[config.mk]
export PLATFORM = sky130hd
export DESIGN_NAME = soc_system_pcp_0_cpu_0_oci_trace_capture
export DESIGN_NICKNAME = d
export VERILOG_FILES = /design/src/rtl/soc_system_pcp_0_cpu_0_oci_trace_capture.sv
export SDC_FILE = /design/constraint.sdc
export NUM_CORES = 1
export LEC_CHECK = 0
export BUFFER_PORTS_ARGS = -buffer_cell sky130_fd_sc_hd__buf_2
export CAP_MARGIN = 20
export CORE_MARGIN = 2
export CORE_UTILIZATION = 41
export CTS_CLUSTER_DIAMETER = 150
export CTS_CLUSTER_SIZE = 28
export DETAILED_ROUTE_END_ITERATION = 16
export SYNTH_ARGS = -nofsm -noshare
export SYNTH_HDL_FRONTEND = slang
export SYNTH_SLANG_ARGS = --single-unit
export TNS_END_PERCENT = 10
[constraint.sdc]
create_clock -name clk_i -period 3.44 [get_ports clk_i]
set_input_delay 0.516 -clock clk_i [delete_from_list [all_inputs] [get_ports clk_i]]
set_output_delay 0.516 -clock clk_i [all_outputs]
set_load 0.005 [all_outputs]
[src/rtl/soc_system_pcp_0_cpu_0_oci_trace_capture.sv]
// Trace capture for the PCP Nios II OCI debug path.
//
// Takes packed multi-slot trace buffers, serialises the valid slots one per
// cycle into an on-chip FIFO and presents them as a valid/ready stream.
// test_ending_i requests a graceful drain; test_has_ended_i aborts and
// flushes. Buffers that cannot be accepted are counted, not silently lost.
//
// Ports:
//   clk_i, reset_i      clock, asynchronous active-high reset
//   dct_buffer_i        packed slots, slot 0 in the LSBs
//   dct_count_i         number of valid slots starting at slot 0
//   dct_valid_i         buffer strobe; dct_ready_o says it can be taken
//   test_ending_i       graceful drain request
//   test_has_ended_i    abort and flush
//   tr_data_o/valid_o   FIFO head stream; tr_ready_i pops the head
//   fifo_level_o        FIFO occupancy
//   drop_count_o        saturating count of lost buffers
//   done_o              capture finished, sticky until reset
module soc_system_pcp_0_cpu_0_oci_trace_capture #(
  parameter int unsigned SLOT_W    = 15,
  parameter int unsigned NUM_SLOTS = 2,
  parameter int unsigned CNT_W     = 4,
  parameter int unsigned DEPTH     = 16
) (
  input  logic                        clk_i,
  input  logic                        reset_i,
  input  logic [SLOT_W*NUM_SLOTS-1:0] dct_buffer_i,
  input  logic [CNT_W-1:0]            dct_count_i,
  input  logic                        dct_valid_i,
  output logic                        dct_ready_o,
  input  logic                        test_ending_i,
  input  logic                        test_has_ended_i,
  output logic [SLOT_W-1:0]           tr_data_o,
  output logic                        tr_valid_o,
  input  logic                        tr_ready_i,
  output logic [$clog2(DEPTH):0]      fifo_level_o,
  output logic [15:0]                 drop_count_o,
  output logic                        done_o
);

  localparam int unsigned PtrW = $clog2(DEPTH);
  localparam int unsigned LvlW = PtrW + 1;
  localparam int unsigned RemW = $clog2(NUM_SLOTS + 1);
  localparam int unsigned BufW = SLOT_W * NUM_SLOTS;

  typedef enum logic [1:0] {StIdle, StShift, StDrain, StDone} state_e;

  state_e              state_q, state_d;
  logic [BufW-1:0]     sr_q, sr_d;
  logic [RemW-1:0]     rem_q, rem_d;
  logic                ending_q, ending_d;
  logic [PtrW-1:0]     wptr_q, rptr_q;
  logic [LvlW-1:0]     level_q, level_d;
  logic [15:0]         drop_q;
  logic [SLOT_W-1:0]   mem_q [DEPTH];

  logic        push, pop, flush, drop_ev, full;
  int unsigned eff_cnt;

  // Full is judged on the registered level, so a same-cycle pop never frees
  // room for a push.
  assign full = (level_q == LvlW'(DEPTH));
  assign pop  = (level_q != '0) && tr_ready_i && !flush;

  always_comb begin
    eff_cnt = (32'(dct_count_i) > NUM_SLOTS) ? NUM_SLOTS : 32'(dct_count_i);
  end

  always_comb begin
    state_d     = state_q;
    sr_d        = sr_q;
    rem_d       = rem_q;
    ending_d    = ending_q;
    push        = 1'b0;
    flush       = 1'b0;
    drop_ev     = 1'b0;
    dct_ready_o = (state_q == StIdle);

    case (state_q)
      StIdle: begin
        if (test_ending_i) begin
          state_d = StDrain;
          // A buffer offered alongside the end request is lost.
          drop_ev = dct_valid_i;
        end else if (dct_valid_i && eff_cnt != 0) begin
          sr_d    = dct_buffer_i;
          rem_d   = RemW'(eff_cnt);
          state_d = StShift;
        end
      end
      StShift: begin
        if (test_ending_i) ending_d = 1'b1;
        if (!full) begin
          push  = 1'b1;
          sr_d  = sr_q >> SLOT_W;
          rem_d = rem_q - 1'b1;
          if (rem_q == RemW'(1)) begin
            state_d = (ending_q || test_ending_i) ? StDrain : StIdle;
          end
        end
      end
      StDrain: begin
        if (level_q == '0) state_d = StDone;
      end
      StDone: ;
      default: state_d = StIdle;
    endcase

    if (dct_valid_i && !dct_ready_o) drop_ev = 1'b1;

    // Abort wins over everything; unpushed slots are discarded, not dropped.
    if (test_has_ended_i) begin
      state_d = StDone;
      flush   = 1'b1;
      push    = 1'b0;
      sr_d    = '0;
      rem_d   = '0;
    end
  end

  always_comb begin
    level_d = level_q;
    if (push && !pop)      level_d = level_q + 1'b1;
    else if (pop && !push) level_d = level_q - 1'b1;
  end

  always_ff @(posedge clk_i or posedge reset_i) begin
    if (reset_i) begin
      state_q  <= StIdle;
      sr_q     <= '0;
      rem_q    <= '0;
      ending_q <= 1'b0;
      wptr_q   <= '0;
      rptr_q   <= '0;
      level_q  <= '0;
      drop_q   <= '0;
    end else begin
      state_q  <= state_d;
      sr_q     <= sr_d;
      rem_q    <= rem_d;
      ending_q <= ending_d;
      if (flush) begin
        wptr_q  <= '0;
        rptr_q  <= '0;
        level_q <= '0;
      end else begin
        if (push) wptr_q <= wptr_q + 1'b1;
        if (pop)  rptr_q <= rptr_q + 1'b1;
        level_q <= level_d;
      end
      if (drop_ev && drop_q != 16'hFFFF) drop_q <= drop_q + 1'b1;
    end
  end

  always_ff @(posedge clk_i) begin
    if (push) mem_q[wptr_q] <= sr_q[SLOT_W-1:0];
  end

  // Gate the head with valid so nothing stale is visible after reset/flush.
  assign tr_valid_o   = (level_q != '0);
  assign tr_data_o    = tr_valid_o ? mem_q[rptr_q] : '0;
  assign fifo_level_o = level_q;
  assign drop_count_o = drop_q;
  assign done_o       = (state_q == StDone);

endmodule

==> qor.txt <==
Post-DRT Antenna Nets: 0
Met1 WL: 12500 um
Number of global-route vias before repair: 6844
Max FO, Critical Path: 15
Reg2reg setup slack: 0.65 ns
Clock root cell: clkbuf_16
Clock Skews: 0.0179 ns
Net switching power: 2.96 mW
Ys Warns: 0
DRC: 0
Met3 Routed Length: 1290 um
H-tree Lvls: 1
Register area share after synthesis: 68.7%
Synth area leader: edfxtp_1
First-pass GRT wire length: 42000 um
Fraction of layout cells with a size suffix above 1: 27.0%
Clk pwr share: 20.2%
Total CTS buffers: 14
Core ar.: 30700 um2
Rel. slew slack: 37.2%
LEAKAGE: 4.78 nW
Commonest non-fill, non-tap cell in the layout: edfxtp_1
Setup TNS: 0 ns
Synth unique cells: 56
Int Pwr: 6.55 mW
Reg2reg path depth: 8
Clock sink count: 304
Syn Inst Count: 749
Top Layer Used: met5
CTS Hold Bufs: 0
Initial DRC Count: 608
Top post-synthesis cells by area: edfxtp_1, dfrtp_1, mux4_2, mux2i_1, ha_1
Slew Viols, Final: 0
Mean Syn Cell Area: 17.1 um2
CP endpoint kind: primary output
Comb pwr share: 26.6%
Post-CTS Setup Bufs: 0
Power Density: 666 nW/um2
Max Clk Rate: 313 MHz
Avg Vias per Cell: 5.57
Critical R2R Launch: fifo_level_o[0]
Final #Nets: 886
I/O Buffers: 78
GR Util All Layers: 16.7%
Detail Route met2 WL: 13300 um
Initial antenna violation count: 1
Vias post-DR: 6851
Die area: 32700 um2
N_diodes: 0
Setup WS pre-CTS: 0.606 ns
Status: finished, final reports clean
Req. time, crit path: 2.92 ns
Initial core utilization: 41.8%
GRT overflow: 0
Critical Path AT: 2.68 ns
Io pins: 79
First-pass iteration count of the detailed router: 5
Area grow syn2layout: 11.3%
Worst VDD drop: 376 uV
Clock Latency Late Sink: 0.50 ns
Largest net degree at the start of global routing: 53
Detailed placement HPWL: 17600 um
CTS tree: yes
Yosys reg bits: 304
Clock Pin Slew Worst Setup and Hold Paths: 0.12 ns
Detailed Route WL: 27300 um
Commonest cells after routing, fill and taps aside: edfxtp_1, buf_2, dfrtp_1, mux4_2, mux2i_1
Reg2reg end: fifo_level_o[4]
Minimum clock period after layout: 3.19 ns
Worst setup margin: 0.249 ns
Placer Congestion: 0.769
Primary FF master, synth: edfxtp_1
Post-CTS resize count: 0
Startpoint types: flop
Horiz. Die Dim: 181 um
Yosys top cell area share: 56.2%
CTS max path bufs: 3
FP Rows: 64
Critical path class: flop to primary output
Async set or reset register ratio after synthesis: 21.1%
Final hold violation count: 0
Slew @ Worst Pin: 0.928 ns
Die Y-Extent: 181 um
Sequential power share: 53.2%
Switching part of the total: 31.1%
Wirelength per Cell: 22.2 um
Hold/Removal Path Class: input pin to asynchronous set/reset pin
Max cap viols: 0
Post-Syn Nets: 805
RSZ-0062 raised after global routing: no
Tcrit/Tclk final: 92.8%
Syn Std Cell Area: 12800 um2
Final Setup Violations: 0
Post-synth EDFFs: 240
==> critical path, cell delays in order, from the launching register on <==
cell,delay (ns)
dfrtp_1,0.53
or4_4,0.67
nor2_2,0.16
or2_0,0.13
buf_4,0.28
o22ai_1,0.22
buf_2,0.18
==> metal layers <==
layer,global-route usage [%],vias to the layer above
met1,24.2,3571
met4,2.16,2
met3,2.28,17
li1,-,3114
met2,27.8,147
met5,0,-
==> registers in the layout (all words and copies together) (netlist names) <==
| register | count |
|---|---|
| mem_q | 240 |
| sr_q | 30 |
| drop_count_o | 16 |
| fifo_level_o | 5 |
| rptr_q | 4 |
| wptr_q | 4 |
| rem_q | 2 |
| state_q | 2 |
| ending_q | 1 |
==> synthesized netlist by cell type (13+ instances only) <==
cell type / number
clkbuf_1: 27
inv_1: 14
mux4_2: 60
a21oi_1: 27
o22ai_1: 15
ha_1: 15
mux2i_1: 51
nand2_1: 14
nand3_1: 13
a211oi_2: 14
o21ai_0: 20
edfxtp_1: 240
nand4_1: 22
nor2_1: 31
nand2b_1: 20
dfrtp_1: 64
==> worst max path at each step <==
stage,depth (start not counted),end,startpoint,slack (ns)
after detailed placement,6,tr_data_o[2],fifo_level_o[0],0.61
after global placement,6,tr_data_o[2],fifo_level_o[0],0.61
final,6,tr_data_o[2],fifo_level_o[0],0.25
after CTS,6,tr_data_o[2],fifo_level_o[0],0.05
after global routing,5,tr_data_o[14],rptr_q[0],0.14
after floorplan,7,mem_q[0][0],state_q[1],0.41
==> power by group through the flow <==
stage	Sequential, mW	Clock [mW]	Combinational, mW
after global routing	5.14	2.10	2.77
after global placement	5.13	0	2.55
after CTS	5.06	1.99	2.57
after detailed placement	5.14	0	2.56
final	5.06	1.92	2.53
after floorplan	4.88	0	1.90
==> logic make-up after synthesis <==
| kind of cell | after synthesis | share of synthesized area (%) |
|---|---|---|
| AOI/OAI and AO/OA | 103 | 5.63 |
| xor gates and xnor gates | 19 | 1.30 |
| adders and majority gates | 16 | 1.62 |
| buffers and inverters | 61 | 2.19 |
| DFF | 304 | 68.7 |
| muxes | 117 | 15.0 |
| and+or+nand+nor | 129 | 5.51 |
==> stage by stage <==
step / instance area [um2] / hold slack [ns] / util [%] / cells / power [mW]
3_3_place_gp: 13900 / 0.439 / 45.2 / 1210 / 7.68
6_report: 14300 / 0.0249 / 46.5 / 1229 / 9.51
2_1_floorplan: 12800 / 0.429 / - / 749 / 6.78
5_1_grt: 14300 / 0.0441 / 46.5 / 1229 / 10.0
3_5_place_dp: 13900 / 0.446 / 45.2 / 1210 / 7.70
4_1_cts: 14300 / 0.0220 / 46.5 / 1229 / 9.63
==> layout make-up <==
class	instances	area, um2
Timing Repair Buffer	112	733
Sequential cell	304	8810
Inverter	14	52.6
Clock buffer	19	412
Multi-Input combinational cell	384	3760
Fill cell	2629	16400
Tap cell	396	495
No activity file was read; power rests on OpenSTA's default activity.
